`src/rtl/stack16_bus_arbiter.sv`:
```
// Memory bus arbiter for the stack16 CPU plus NREQ DMA requesters: fixed CPU priority,
// round-robin DMA, starvation guard, wait-state stretch. Optional bus locking: STACK16_BUS_LOCK_EN.
module stack16_bus_arbiter #(
    parameter int NREQ        = 2,
    parameter int WAIT_STATES = 1,
    parameter int CPU_RUN_MAX = 4
) (
    input  logic                 clk,
    input  logic                 reset,
    input  logic                 cpu_req,
    input  logic                 cpu_we,
    input  logic [15:0]          cpu_addr,
    input  logic [15:0]          cpu_wdata,
    output logic                 cpu_ready,
    input  logic [NREQ-1:0]      dma_req,
    input  logic [NREQ-1:0]      dma_we,
    input  logic [16*NREQ-1:0]   dma_addr,
    input  logic [16*NREQ-1:0]   dma_wdata,
    output logic [NREQ-1:0]      dma_ready,
`ifdef STACK16_BUS_LOCK_EN
    input  logic                 cpu_lock,
    input  logic [NREQ-1:0]      dma_lock,
`endif
    output logic [15:0]          rdata,
    output logic [15:0]          mem_addr,
    output logic [15:0]          mem_wdata,
    input  logic [15:0]          mem_rdata,
    output logic                 mem_rd,
    output logic                 mem_wr,
    output logic [2:0]           bus_owner
);

    localparam int WCNT_W = 3;
    localparam int PTR_W  = 2;
    localparam int RUN_W  = $clog2(CPU_RUN_MAX + 1);
    localparam logic [RUN_W-1:0] RUN_MAX = RUN_W'(CPU_RUN_MAX);

    typedef enum logic [1:0] {IDLE, ACCESS, DONE} state_t;

    state_t              state_q, state_d;
    logic [2:0]          owner_q, owner_d;
    logic                we_q, we_d;
    logic [15:0]         addr_q, addr_d;
    logic [15:0]         wdata_q, wdata_d;
    logic [WCNT_W-1:0]   wcnt_q, wcnt_d;
    logic [15:0]         rdata_q, rdata_d;
    logic [PTR_W-1:0]    rr_ptr_q, rr_ptr_d;
    logic [RUN_W-1:0]    cpu_run_q, cpu_run_d;
`ifdef STACK16_BUS_LOCK_EN
    logic                lock_q, lock_d;
`endif

    logic                any_dma;
    logic [2*NREQ-1:0]   req_dbl;
    logic [NREQ-1:0]     req_rot;
    logic                grant, g_cpu, g_locked, dma_found;
    logic [PTR_W-1:0]    g_idx;
    int                  win;

    assign any_dma = |dma_req;
    // Rotate requests so bit 0 is the requester at rr_ptr; first set bit is the RR winner.
    assign req_dbl = {dma_req, dma_req};
    assign req_rot = NREQ'(req_dbl >> rr_ptr_q);

    always_comb begin
        state_d   = state_q;
        owner_d   = owner_q;
        we_d      = we_q;
        addr_d    = addr_q;
        wdata_d   = wdata_q;
        wcnt_d    = wcnt_q;
        rdata_d   = rdata_q;
        rr_ptr_d  = rr_ptr_q;
        cpu_run_d = cpu_run_q;
`ifdef STACK16_BUS_LOCK_EN
        lock_d    = lock_q;
`endif
        grant     = 1'b0;
        g_cpu     = 1'b0;
        g_locked  = 1'b0;
        g_idx     = '0;
        dma_found = 1'b0;
        win       = 0;

        case (state_q)
            IDLE: begin
`ifdef STACK16_BUS_LOCK_EN
                if (lock_q && owner_q == 3'd1 && cpu_req) begin
                    grant    = 1'b1;
                    g_cpu    = 1'b1;
                    g_locked = 1'b1;
                end
                for (int i = 0; i < NREQ; i++) begin
                    if (lock_q && owner_q == 3'(i + 2) && dma_req[i]) begin
                        grant    = 1'b1;
                        g_idx    = PTR_W'(i);
                        g_locked = 1'b1;
                    end
                end
`endif
                if (!grant) begin
                    if (cpu_req && (!any_dma || cpu_run_q < RUN_MAX)) begin
                        grant = 1'b1;
                        g_cpu = 1'b1;
                    end else begin
                        for (int j = 0; j < NREQ; j++) begin
                            if (!dma_found && req_rot[j]) begin
                                dma_found = 1'b1;
                                win = int'(rr_ptr_q) + j;
                                if (win >= NREQ) win = win - NREQ;
                            end
                        end
                        if (dma_found) begin
                            grant = 1'b1;
                            g_idx = PTR_W'(win);
                        end
                    end
                end

                if (grant) begin
                    if (g_cpu) begin
                        owner_d = 3'd1;
                        we_d    = cpu_we;
                        addr_d  = cpu_addr;
                        wdata_d = cpu_wdata;
                    end else begin
                        owner_d = 3'(g_idx) + 3'd2;
                        for (int i = 0; i < NREQ; i++) begin
                            if (PTR_W'(i) == g_idx) begin
                                we_d    = dma_we[i];
                                addr_d  = dma_addr[16*i +: 16];
                                wdata_d = dma_wdata[16*i +: 16];
                            end
                        end
                    end
                    // Locked re-grants leave fairness state untouched.
                    if (!g_locked) begin
                        if (g_cpu) begin
                            if (!any_dma)
                                cpu_run_d = '0;
                            else if (cpu_run_q != RUN_MAX)
                                cpu_run_d = cpu_run_q + RUN_W'(1);
                        end else begin
                            cpu_run_d = '0;
                            rr_ptr_d  = (int'(g_idx) + 1 >= NREQ) ? '0 : g_idx + PTR_W'(1);
                        end
                    end
                    wcnt_d  = WCNT_W'(WAIT_STATES);
                    state_d = ACCESS;
                end
            end
            ACCESS: begin
                if (wcnt_q != '0) begin
                    wcnt_d = wcnt_q - WCNT_W'(1);
                end else begin
                    if (!we_q) rdata_d = mem_rdata;
                    state_d = DONE;
                end
            end
            DONE: begin
                state_d = IDLE;
`ifdef STACK16_BUS_LOCK_EN
                lock_d = (owner_q == 3'd1) ? cpu_lock : 1'b0;
                for (int i = 0; i < NREQ; i++) begin
                    if (owner_q == 3'(i + 2)) lock_d = dma_lock[i];
                end
`endif
            end
            default: state_d = IDLE;
        endcase
    end

    always_ff @(posedge clk) begin
        if (reset) begin
            state_q   <= IDLE;
            owner_q   <= '0;
            wcnt_q    <= '0;
            rdata_q   <= '0;
            rr_ptr_q  <= '0;
            cpu_run_q <= '0;
`ifdef STACK16_BUS_LOCK_EN
            lock_q    <= 1'b0;
`endif
        end else begin
            state_q   <= state_d;
            owner_q   <= owner_d;
            wcnt_q    <= wcnt_d;
            rdata_q   <= rdata_d;
            rr_ptr_q  <= rr_ptr_d;
            cpu_run_q <= cpu_run_d;
`ifdef STACK16_BUS_LOCK_EN
            lock_q    <= lock_d;
`endif
        end
    end

    always_ff @(posedge clk) begin
        we_q    <= we_d;
        addr_q  <= addr_d;
        wdata_q <= wdata_d;
    end

    assign mem_addr  = (state_q == ACCESS) ? addr_q : 16'h0000;
    assign mem_wdata = (state_q == ACCESS) ? wdata_q : 16'h0000;
    assign mem_rd    = (state_q == ACCESS) && !we_q;
    assign mem_wr    = (state_q == ACCESS) && we_q;
    assign cpu_ready = (state_q == DONE) && (owner_q == 3'd1);
    assign bus_owner = (state_q == IDLE) ? 3'd0 : owner_q;
    assign rdata     = rdata_q;

    always_comb begin
        dma_ready = '0;
        for (int i = 0; i < NREQ; i++)
            dma_ready[i] = (state_q == DONE) && (owner_q == 3'(i + 2));
    end

endmodule

```
`config.mk`:
```
export PLATFORM = sky130hd
export DESIGN_NAME = stack16_bus_arbiter
export DESIGN_NICKNAME = d
export VERILOG_FILES = /design/src/rtl/stack16_bus_arbiter.sv
export SDC_FILE = /design/constraint.sdc
export NUM_CORES = 1
export LEC_CHECK = 0
export ABC_AREA = 1
export CORE_MARGIN = 3
export CORE_UTILIZATION = 44
export CTS_BUF_LIST = sky130_fd_sc_hd__clkbuf_8
export CTS_CLUSTER_SIZE = 30
export DETAILED_ROUTE_END_ITERATION = 12
export PLACE_DENSITY_LB_ADDON = 0.08
export SLEW_MARGIN = 0
export SYNTH_ARGS = -nofsm -noshare
export SYNTH_HDL_FRONTEND = slang
export SYNTH_SLANG_ARGS = --single-unit
```
`constraint.sdc`:
```
create_clock -name clk -period 6.04 [get_ports clk]
set_clock_uncertainty 0.15 [all_clocks]
set_input_delay 0.604 -clock clk [delete_from_list [all_inputs] [get_ports clk]]
set_output_delay 0.604 -clock clk [all_outputs]
set_load 0.03 [all_outputs]
```
# After elaboration in Yosys (flattened, before gate mapping)
# Cells that the tools add are included.
# W data, S select, Z words.
[totals]
reg_bits = 62
elab_cells = 101
[classes]
n_addsub = 8
n_lt_le_gt_ge = 4
n_eq_ne = 11
shift = 1
mux = 41
n_bitwise = 3
n_reduce_logical = 24
[ops]
columns = ["operator", "count"]
rows = [
  ["$mux W16", 8],
  ["$mux W3", 7],
  ["$mux W2", 10],
  ["$reduce_and A3 Y1", 5],
  ["$mux W1", 14],
  ["$logic_and A1 B1 Y1", 7],
  ["$add A2 B1 Y3 const B", 2],
  ["$eq A3 B2 Y1 const B", 2],
  ["$ge A3 B2 Y1 const B", 2],
  ["$ne A2 B2 Y1 const B", 3],
  ["$pmux W3 S2", 1],
  ["$reduce_bool A3 Y1", 2],
  ["$logic_not A2 Y1", 2],
  ["$pmux W2 S2", 1],
  ["$reduce_and A2 Y1", 2],
  ["$shr A4 B2 Y2", 1],
  ["$sub A2 B2 Y2 const B", 2],
  ["$add A2 B2 Y3 const B", 1],
  ["$add A3 B1 Y3 const B", 1],
  ["$eq A3 B1 Y1 const B", 1],
  ["$logic_not A1 Y1", 3],
  ["$lt A3 B3 Y1 const B", 1],
  ["$ne A3 B2 Y1 const B", 1],
  ["$ne A3 B3 Y1 const B", 1],
  ["10 further kinds", 12],
]

# Logic depth before layout (Yosys ltp)
# Gate-level depths: netlist (run 1).
[depth]
depth_word = 18
ltp_mapped = 10
ltp_nobuf = 10

# Worst setup path before layout (run 1)
# Ideal clock, no wire load.
[synth_path]
path_type = "input port to flip-flop"
start = "input dma_req[0]"
end = "register addr_q[0] (enable)"
setup_time_ps = 423
arrival_ps = 2894
required_time_ps = 5467
slack_ps = 2573
path_stages = 8
path_buffers = 1
cell_sequence = "o21ai_0 -> nand2_1 -> inv_2 -> nor2_1 -> ha_1 -> clkbuf_1 -> nor2_1 -> nor2_1"
[synth_via]
elab_chain_len = 15
[synth_lines]
columns = ["item", "line", "text"]
rows = [
  ["from (decl)", "15", "input logic [NREQ-1:0] dma_req,"],
  ["$shr A4 B2 Y2", "63", "assign req_rot = NREQ'(req_dbl >> rr_ptr_q);"],
  ["$mux W1", "107", "if (!dma_found && req_rot[j]) begin"],
  ["$mux W1", "102", "if (cpu_req && (!any_dma || cpu_run_q < RUN_MAX)) begin"],
  ["$mux W1", "85", "case (state_q)"],
  ["$logic_not A1 Y1", "107", ""],
  ["$logic_and A1 B1 Y1", "107", ""],
  ["$mux W1", "107", ""],
  ["$mux W1", "102", ""],
  ["$mux W1", "85", ""],
  ["$mux W2", "113", "if (dma_found) begin"],
  ["$mux W2", "102", ""],
  ["$mux W2", "85", ""],
  ["$eq A1 B2 Y1 / $logic_not A2 Y1 (equally long branches)", "129", "if (PTR_W'(i) == g_idx) begin"],
  ["$reduce_bool A3 Y1 (no source line)", "--", ""],
  ["$reduce_and A3 Y1 (no source line) (*)", "--", ""],
  ["to (signal assigned)", "199", "addr_q <= addr_d;"],
  ["to (decl)", "43", "logic [15:0] addr_q, addr_d;"],
]
# Mark *: on every way between the ends. The rest lies on a longest branch, timed or not. The select of a mux whose other input is x is not followed.
# A chain may end at the register's enable or synchronous reset.

# Final worst setup path (run 1)
[layout_path]
start = "input dma_req[1]"
end = "register addr_q[13] (enable)"
# Same word-level chain as after synthesis.

==> summary.txt, run 1 <==
Clock network
  – Sink Count: 62
  – Num CTS Buffers: 9
  – CTS root buf: clkbuf_8
  – Post-CTS Hold Buffers: 0
  – Post_cts resized: 0
  – CTS tree: done
  – Clock transition at path regs: 0.08 ns
  – Htree depth: 3
  – Setup Fix Bufs, Post-CTS: 0
  – Clk Latency, worst-skew pair: 0.34 ns
  – CTS max path bufs: 2

Worst setup path
  – Worst path arrival time: 3.93 ns
  – Slack of the worst reg-to-reg path: 2.33 ns
  – Max incr delay on CP: 0.90 ns
  – Critical path cell sequence: clkdlybuf4s50_1 > o21ai_0 > nand2_1 > inv_2 > nor2_1 > ha_2 > nor2_1 > nor2_4
  – CP max stage cell: ha_2
  – CP startpoint kind: input pin
  – Crit. End Element: flop
  – Crit Path Max Fanout: 70
  – CP Class: in2reg
  – Most frequent CP cell: nor2_1
  – WP data required: 5.84 ns

Finish
  – Ant. Diodes: 0
  – Share of cells above drive strength 1: 0.0558
  – Most common cell after layout, fill and taps aside: clkdlybuf4s50_1
  – Nets@finish: 748
  – Layout area overhead: 59.0%
  – Commonest non-fill, non-tap cells in the layout: clkdlybuf4s50_1, nand2_1, inv_1, o21ai_0, nor2_1

GRT
  – Global-route wire length before repair: 14.7 mm
  – Grt ovf: 0
  – Tot GR Track Use: 0.211
  – Met1 Track Usage GR: 0.242
  – Vias in the first global route: 3252
  – Top Usage Layer GRT: met2
  – GR Util met2: 0.353
  – Largest net degree at the start of global routing: 71
  – Initial antenna violation count: 0
  – GR Util met3: 0.0700

Floorplanning
  – Core ar.: 0.00733 mm2
  – Ports: 176
  – Die area: 0.00871 mm2
  – FP Rows: 31
  – Die Ht: 93.3 um
  – Die width: 93.3 um
  – Initial Utilization: 0.458

Placed design
  – Pre-CTS setup slack: 1.56 ns
  – Detailed placement HPWL: 6.72 mm
  – Buffers on Ports: 175
  – RePlAce Congestion: 0.792

Pwr
  – Max VDD drop: 0.235 mV
  – PwrDens: 367 mW/mm2
  – Cell leakage power: 2.26 nW

Yosys
  – Post-synthesis sequential area ratio: 0.468
  – Ys Warns: 0
  – Syn Inst Count: 458
  – Synth cell types: 27
  – Average size of a mapped cell: 7.33 um2
  – Yosys reg bits: 62
  – Syn Std Cell Area: 0.00336 mm2

Timing
  – Crit share post-route: 0.683
  – Setup TNS: 0 ns
  – Worst Slack Setup Final: 1.92 ns
  – Slew Limit Fails: 0
  – Crit path time final: 4.12 ns
  – Worst-Margin Slew: 1.03 ns
  – Fmax: 243 MHz
  – Setup violators final: 0
  – Unrepaired setup endpoints after global routing: no
  – Final hold violations: 0
  – Slew margin rel.: 0.316

Route
  – DRT Pass-1 Iters: 4
  – Vias: 3402
  – Drt wl/cell: 12.7 um
  – Vias/cell: 4.69
  – First DRT Iteration DRCs: 121
  – WL final: 9.21 mm
  – DRC Markers: 0
  – Final ANT Viol Nets: 0

Worst hold path
  – Hold WC Path Type: reg2reg

Outcome
  – Status: completed

Job
  – Max Cap Violations: 0
cell usage after synthesis, drive strengths merged:
cell type / instances / area share
nand4: 5 / 0.0093
a21oi: 6 / 0.0089
clkbuf: 7 / 0.0078
nand3: 6 / 0.0089
xnor2: 1 / 0.0026
nor4: 3 / 0.0056
inv: 84 / 0.095
o21ai: 85 / 0.13
dfxtp: 29 / 0.17
nand2: 89 / 0.10
nor2: 83 / 0.11
or2: 1 / 0.0019
edfxtp: 33 / 0.30
conb: 1 / 0.0011
a31oi: 1 / 0.0019
nor3: 2 / 0.0063
buf: 16 / 0.029
ha: 6 / 0.022
final timing paths:
path,from,to,depth (start not counted)
setup / recovery,dma_req[1],addr_q[13]$_DFFE_PP_,8
hold reg to reg,cpu_run_q[2]$_SDFFE_PP0P_,cpu_run_q[2]$_SDFFE_PP0P_,2
hold / removal,cpu_run_q[2]$_SDFFE_PP0P_,cpu_run_q[2]$_SDFFE_PP0P_,2
setup reg to reg,cpu_run_q[2]$_SDFFE_PP0P_,addr_q[13]$_DFFE_PP_,7
final cells by class:
cell class,instances,area [um2]
fill,596,1990
clock inverter,7,88.8
inverter,84,318
multi-input combinational,290,1360
tap,99,124
timing repair buffer,175,1750
clock buffer,9,124
sequential,62,1570
kinds of logic after synthesis:
kind of cell,count (synthesis),share of synthesized area
DFF,62,0.468
AOI/OAI and AO/OA,92,0.138
xor gates and xnor gates,1,0.00261
and+or+nand+nor,189,0.237
adders and majority gates,6,0.0224
buffers and inverters,107,0.131
other,1,0.00112
registers in the layout (all words and copies together) (netlist names):
name	cells
state_q	2
wcnt_q	3
cpu_run_q	3
wdata_q	16
rr_ptr_q	2
we_q	1
addr_q	16
owner_q	3
rdata	16
critical path, delay by kind of cell:
family          cells  cell delay (ns)
buf+inv             2             0.89
fa+ha+maj           1             0.90
simple gates        4             1.41
compound gates      1             0.10
per-layer routing:
metal | vias up | part of all wire
met5 | - | 0
met4 | 0 | 0.031
met3 | 20 | 0.094
met2 | 136 | 0.48
met1 | 1494 | 0.40
li1 | 1752 | -
report_power, final:
group          internal (mW)  switching, mW  leakage (nW)
registers              0.607         0.0520         0.560
logic                  0.347          0.556          1.59
clock network          0.230          0.166         0.115
total                   1.18          0.774          2.26
metrics by stage:
stage | cells | total power [mW] | hold WS [ns] | cell area, um2 | util
2_1_floorplan | 459 | 1.22 | 0.288 | 3360 | -
3_3_place_gp | 710 | 1.55 | 0.306 | 5120 | 0.699
3_5_place_dp | 710 | 1.57 | 0.316 | 5120 | 0.699
4_1_cts | 726 | 1.97 | 0.330 | 5340 | 0.728
5_1_grt | 726 | 2.08 | 0.353 | 5340 | 0.728
6_report | 726 | 1.96 | 0.336 | 5340 | 0.728
No activity file was read; power rests on OpenSTA's default activity.
==> run 2, diff against run 1 <==
--- a/config.mk
+++ b/config.mk
@@ -7,7 +7,7 @@
 export LEC_CHECK = 0
 export ABC_AREA = 1
 export CORE_MARGIN = 3
-export CORE_UTILIZATION = 44
+export CORE_UTILIZATION = 41
 export CTS_BUF_LIST = sky130_fd_sc_hd__clkbuf_8
 export CTS_CLUSTER_SIZE = 30
 export DETAILED_ROUTE_END_ITERATION = 12
==> constraint.sdc (replaced) <==
create_clock -name clk -period 4.2 [get_ports clk]
set_clock_uncertainty 0.15 [all_clocks]
set_input_delay 0.42 -clock clk [delete_from_list [all_inputs] [get_ports clk]]
set_output_delay 0.42 -clock clk [all_outputs]
set_load 0.03 [all_outputs]
==> run 2 against run 1 <==
  * Final cell count is 0.69% higher
  * Clock power is 15% higher
  * Sequential share of layout area is 0.097 points higher
  * Critical path depth is 4 lower
  * Count of clock-buffer cells in the layout is 2 higher
  * Utilization is 5.0 points lower
  * Routed wire length is 0.87% lower
  * Worst hold slack better by 0.0030 ns
==> summary.txt, run 2 (synthesis gave the netlist of run 1 again) <==
Job
  – Max Cap Violations: 0 (unchanged)

Route
  – DRT Pass-1 Iters: 4 (unchanged)
  – DRC Markers: 0 (unchanged)
  – Vias: 3378 (-0.71%)
  – WL final: 9.13 mm (-0.87%)
  – Final ANT Viol Nets: 0 (unchanged)
  – Drt wl/cell: 12.5 um (-1.5%)
  – Vias/cell: 4.62 (-1.4%)
  – First DRT Iteration DRCs: 90 (-26%)

Clock network
  – Post_cts resized: 0 (unchanged)
  – CTS max path bufs: 2 (unchanged)
  – Setup Fix Bufs, Post-CTS: 0 (unchanged)
  – Post-CTS Hold Buffers: 0 (unchanged)
  – CTS root buf: clkbuf_8
  – Htree depth: 3 (unchanged)
  – Clk Latency, worst-skew pair: 0.33 ns (about the same)
  – Sink Count: 62 (unchanged)
  – CTS tree: done
  – Clock transition at path regs: 0.06 ns (-0.02 ns)
  – Num CTS Buffers: 9 (unchanged)

Floorplanning
  – Die width: 96.5 um (+3.4%)
  – Die Ht: 96.5 um (+3.4%)
  – FP Rows: 32 (+3.2%)
  – Ports: 176 (unchanged)
  – Die area: 0.00931 mm2 (+6.8%)
  – Core ar.: 0.00785 mm2 (+7.0%)
  – Initial Utilization: 0.428 (-0.0302)

GRT
  – Vias in the first global route: 3261 (+0.28%)
  – Tot GR Track Use: 0.191 (-0.0195)
  – Initial antenna violation count: 0 (unchanged)
  – Largest net degree at the start of global routing: 70 (-1.4%)
  – Grt ovf: 0 (unchanged)
  – Global-route wire length before repair: 13.9 mm (-5.4%)

Pwr
  – Switching share of power: 0.402 (+0.00679)
  – Final Power: 2.70 mW (+38%)
  – Pint: 1.61 mW (+36%)
  – PwrDens: 507 mW/mm2 (+38%)
  – Cell leakage power: 2.26 nW (-0.17%)
  – Clk network pwr share: 0.168 (-0.034)
  – Comb power frac: 0.480 (+0.019)
  – Psw: 1.08 mW (+40%)
  – Seq pwr share: 0.352 (+0.015)
  – Max VDD drop: 0.302 mV (+29%)

Placed design
  – Dpl cells: 715 (+0.70%)
  – Detailed placement HPWL: 6.91 mm (+2.9%)
  – Buffers on Ports: 175 (unchanged)
  – Cell Area, Placed: 0.00514 mm2 (+0.37%)
  – RePlAce Congestion: 0.874 (+10%)

Timing
  – Setup TNS: 0 ns (unchanged)
  – Slew margin rel.: 0.398 (+0.0814)
  – Unrepaired setup endpoints after global routing: no
  – Fmax: 378 MHz
  – Crit share post-route: 0.629
  – Worst-Margin Slew: 0.901 ns (-0.124 ns)
  – Slew Limit Fails: 0 (unchanged)
  – Crit path time final: 2.64 ns
  – Setup violators final: 0 (unchanged)
  – Final hold violations: 0 (unchanged)

Finish
  – Nets@finish: 750 (+0.27%)
  – Layout area overhead: 58.4%
  – Ant. Diodes: 0 (unchanged)
  – Commonest non-fill, non-tap cells in the layout: clkdlybuf4s50_1, nand2_1, inv_1, o21ai_0, nor2_1
  – Final core utilization: 0.678 (-0.0502)
  – Most common cell after layout, fill and taps aside: clkdlybuf4s50_1
  – Share of cells above drive strength 1: 0.0588 (+0.00300)
  – Final design area excluding fillers: 0.00532 mm2 (-0.33%)
  – Fill count: 694 (+16%)
  – Non-Filler Instances: 731 (+0.69%)

Worst setup path
  – CP startpoint kind: flop
  – Buf+Inv Stages, Crit Path: 2 (unchanged)
  – Worst path arrival time: 2.07 ns (-1.86 ns)
  – CP Class: reg2out
  – Max incr delay on CP: 0.64 ns (-0.26 ns)
  – Critical path cell sequence: nor2_4 > inv_2 > nor2_1 > clkdlybuf4s50_1
  – WP data required: 3.63 ns (-2.21 ns)
  – Crit Path Max Fanout: 38 (-46%)
  – Crit path max-delay family: buffers and inverters
  – Crit. End Element: primary output
  – CP max stage cell: clkdlybuf4s50_1

Outcome
  – Status: completed

Worst hold path
  – Hold WC Path Type: reg2reg
## run 2: path summary, 6_finish.rpt
path | start | endpoint | slack (ns) | depth (start not counted)
max | state_q[1]$_SDFFE_PP0P_ | mem_wdata[1] | 1.56 | 4
max reg2reg | state_q[1]$_SDFFE_PP0P_ | addr_q[4]$_DFFE_PP_ | 1.85 | 3
min | wcnt_q[0]$_SDFFE_PP0P_ | wcnt_q[0]$_SDFFE_PP0P_ | 0.34 | 2
min reg2reg | wcnt_q[0]$_SDFFE_PP0P_ | wcnt_q[0]$_SDFFE_PP0P_ | 0.34 | 2
## run 2: worst reg2reg max path, delay by kind of cell, from the launching register on
family,cells,cell delay [ns]
flip-flops,1,0.36
AND/OR/NAND/NOR,3,1.45
## run 2: routing by layer
layer | vias to the layer above | GRT usage | part of all wire
li1 | 1763 | - | -
met1 | 1476 | 0.210 | 0.39
met2 | 121 | 0.337 | 0.49
met3 | 18 | 0.0674 | 0.096
met4 | 0 | 0.0736 | 0.022
met5 | - | 0 | 0
## run 2: area by class of cell
| class | instances | area (um2) | share of cell area |
|---|---|---|---|
| clock inverter | 5 | 25.0 | 0.00470 |
| sequential | 62 | 1570 | 0.295 |
| timing repair buffer | 177 | 1770 | 0.332 |
| clock buffer | 11 | 151 | 0.0285 |
| tap | 102 | 128 | 0.0240 |
| inverter | 84 | 318 | 0.0598 |
| multi-input combinational | 290 | 1360 | 0.255 |
## run 2: stage by stage
step	hold slack, ns	setup slack, ns
5_1_grt	0.358	1.40
6_report	0.338	1.56
2_1_floorplan	0.288	0.917
3_3_place_gp	0.317	1.36
4_1_cts	0.338	1.53
3_5_place_dp	0.324	1.30
## run 2: power groups by stage
stage               clock (mW)  combinational, mW  sequential, mW
finish                   0.454               1.29           0.951
global route             0.490               1.42           0.971
CTS                      0.467               1.31           0.951
detailed placement           0               1.31           0.960
global placement             0               1.29           0.954
floorplan                    0              0.719            1.03
==> run 3, diff against run 2 <==
--- a/config.mk
+++ b/config.mk
@@ -7,7 +7,7 @@
 export LEC_CHECK = 0
 export ABC_AREA = 1
 export CORE_MARGIN = 3
-export CORE_UTILIZATION = 41
+export CORE_UTILIZATION = 37
 export CTS_BUF_LIST = sky130_fd_sc_hd__clkbuf_8
 export CTS_CLUSTER_SIZE = 30
 export DETAILED_ROUTE_END_ITERATION = 12
==> constraint.sdc (replaced) <==
create_clock -name clk -period 2.2 [get_ports clk]
set_clock_uncertainty 0.15 [all_clocks]
set_input_delay 0.22 -clock clk [delete_from_list [all_inputs] [get_ports clk]]
set_output_delay 0.22 -clock clk [all_outputs]
set_load 0.03 [all_outputs]
==> run 3 against run 2 <==
  * Total power rose by 100%
  * Via count fell by 1.2%
  * Combinational power rose by 90%
  * Sequential power rose by 89%
  * Global-route usage fell by 1.2 points
  * Count of clock-buffer cells in the layout fell by 2
  * Setup slack got worse by 1.5 ns
  * Sequential cell count did not move
  * Routed wire length rose by 0.70%
  * Critical path depth fell by 1
  * Largest power group unchanged
  * Non-clock buffer count rose by 12
==> summary.txt, run 3 (synthesis gave the netlist of run 1 again) <==
Outcome
  – Status: completed

Clock network
  – Htree depth: 3 (unchanged)
  – Sink Count: 62 (unchanged)
  – Num CTS Buffers: 9 (unchanged)
  – Setup Fix Bufs, Post-CTS: 0 (unchanged)
  – CTS root buf: clkbuf_8
  – Clk Latency, worst-skew pair: 0.33 ns (about the same)
  – CTS tree: done
  – Post-CTS Hold Buffers: 0 (unchanged)
  – CTS max path bufs: 2 (unchanged)
  – Clock transition at path regs: 0.07 ns (about the same)

Route
  – Drt wl/cell: 12.3 um (-1.7%)
  – DRT Pass-1 Iters: 4 (unchanged)
  – DRC Markers: 0 (unchanged)
  – Final ANT Viol Nets: 0 (unchanged)
  – Vias: 3339 (-1.2%)
  – First DRT Iteration DRCs: 98 (+8.9%)
  – WL final: 9.19 mm (+0.70%)
  – Vias/cell: 4.46 (-3.5%)

Finish
  – Ant. Diodes: 0 (unchanged)
  – Most common cell after layout, fill and taps aside: clkdlybuf4s50_1
  – Final design area excluding fillers: 0.00547 mm2 (+2.9%)
  – Layout area overhead: 63.0%
  – Fill count: 836 (+20%)
  – Register area: 0.00157 mm2 (unchanged)
  – Commonest non-fill, non-tap cells in the layout: clkdlybuf4s50_1, nand2_1, inv_1, o21ai_0, nor2_1
  – Multi-input gate area: 0.00136 mm2 (unchanged)
  – Non-Filler Instances: 749 (+2.5%)
  – Share of cells above drive strength 1: 0.0796 (+0.0207)
  – Nets@finish: 762 (+1.6%)

Placed design
  – RePlAce Congestion: 0.871 (-0.37%)
  – Dpl cells: 733 (+2.5%)
  – Cell Area, Placed: 0.00528 mm2 (+2.6%)
  – Detailed placement HPWL: 6.99 mm (+1.1%)
  – Buffers on Ports: 175 (unchanged)

GRT
  – Largest net degree at the start of global routing: 70 (unchanged)
  – Vias in the first global route: 3153 (-3.3%)
  – Global-route wire length before repair: 14.7 mm (+6.1%)
  – Grt ovf: 0 (unchanged)
  – Initial antenna violation count: 0 (unchanged)
  – Tot GR Track Use: 0.179 (-0.0117)

Timing
  – Fmax: 475 MHz
  – Crit share post-route: 0.957
  – Crit path time final: 2.11 ns
  – Slew margin rel.: 0.591 (+0.193)
  – Unrepaired setup endpoints after global routing: yes
  – Setup TNS: 0 ns (unchanged)
  – Slew Limit Fails: 0 (unchanged)
  – Final hold violations: 0 (unchanged)
  – Worst-Margin Slew: 0.614 ns (-0.288 ns)
  – Setup violators final: 0 (unchanged)

Pwr
  – Cell leakage power: 2.52 nW (+11%)
  – Max VDD drop: 0.471 mV (+56%)
  – Comb power frac: 0.449 (-0.031)
  – PwrDens: 998 mW/mm2 (+97%)
  – Psw: 2.12 mW (+96%)
  – Seq pwr share: 0.330 (-0.022)
  – Switching share of power: 0.389 (-0.0132)
  – Pint: 3.34 mW (+110%)
  – Final Power: 5.46 mW (+100%)
  – Clk network pwr share: 0.221 (+0.053)

Floorplanning
  – Die area: 0.0103 mm2 (+10%)
  – Initial Utilization: 0.383 (-0.0447)
  – Die width: 101 um (+4.9%)
  – FP Rows: 34 (+6.3%)
  – Die Ht: 101 um (+4.9%)
  – Core ar.: 0.00876 mm2 (+12%)
  – Ports: 176 (unchanged)

Worst setup path
  – WP data required: 1.83 ns (-1.80 ns)
  – Crit path max-delay family: buffers and inverters
  – CP startpoint kind: flop
  – Worst setup path startpoint: state_q[1]$_SDFFE_PP0P_
  – CP Class: reg2out
  – Crit Path Max Fanout: 10 (-74%)
  – Max incr delay on CP: 0.60 ns (-0.04 ns)
  – CP max stage cell: clkdlybuf4s50_1
  – R2R Path Start: state_q[0]$_SDFFE_PP0P_
  – Buf+Inv Stages, Crit Path: 1 (-1)
  – Worst path arrival time: 1.74 ns (-0.33 ns)
  – Crit. End Element: primary output
  – Critical path cell sequence: nor2_2 > nor2_1 > clkdlybuf4s50_1

Worst hold path
  – Min-delay src: mem_rdata[1]
  – Hold WC Path Type: in2reg

Job
  – Max Cap Violations: 0 (unchanged)
## run 3: cell count changes in the layout (fill, tap and decap cells not counted), sizes merged
| cell | previous run | this run |
|---|---|---|
| buf | 2 | 14 |
| bufinv | 0 | 3 |
| clkbuf | 11 | 10 |
| clkdlybuf4s15 | 0 | 2 |
| clkdlybuf4s50 | 175 | 138 |
| dlygate4sd2 | 0 | 32 |
| dlymetal6s2s | 0 | 2 |
| inv | 86 | 85 |
## run 3: layout make-up
class	count	share of cell area
Clock buffer	9	0.0226
Multi-Input combinational cell	290	0.248
Clock inverter	7	0.0203
Tap cell	108	0.0247
Timing Repair Buffer	189	0.339
Inverter	84	0.0581
Sequential cell	62	0.287
## run 3: power groups by stage
stage                     Clock (mW)  Combinational [mW]  Sequential [mW]
after floorplan                    0                1.39             1.96
after global placement             0                2.60             1.81
after detailed placement           0                2.62             1.83
after CTS                       1.23                2.49             1.80
after global routing            1.28                2.69             1.85
final                           1.21                2.45             1.80
## run 3: layer usage
| metal | routed length (um) | global-route usage | vias to the layer above |
|---|---|---|---|
| met1 | 3910 | 0.213 | 1436 |
| met3 | 834 | 0.0668 | 4 |
| met5 | 0 | 0 | - |
| li1 | - | - | 1783 |
| met4 | 32 | 0.0368 | 0 |
| met2 | 4410 | 0.312 | 116 |
## run 3: final timing paths
kind              cells after the start  slack (ns)                   endpoint
hold reg to reg                       2        0.33  cpu_run_q[2]$_SDFFE_PP0P_
setup reg to reg                      8        0.33     rdata[13]$_SDFFE_PP0P_
setup / recovery                      3        0.09               bus_owner[2]
hold / removal                        3        0.33      rdata[1]$_SDFFE_PP0P_
## run 3: per-stage QoR
step / hold slack (ns) / setup WS, ns / utilization
after floorplan: 0.198 / 0.00510 / -
after global placement: 0.314 / -0.0741 / 0.602
after detailed placement: 0.308 / -0.0777 / 0.602
after CTS: 0.311 / 0.0109 / 0.624
after global routing: 0.310 / -0.00556 / 0.625
final: 0.325 / 0.0938 / 0.625
## run 3: timing repair
| item | CTS | global route |
|---|---|---|
| hold endpoints to repair | 0 | 0 |
| endpoints found under the setup margin | 35 | 6 |
| resized for setup | 35 | 6 |
## run 3: tightest hold or removal path: stages
cell and delay [ns]:
clkdlybuf4s50_1 0.41, nor2_2 0.10, nor2_1 0.04
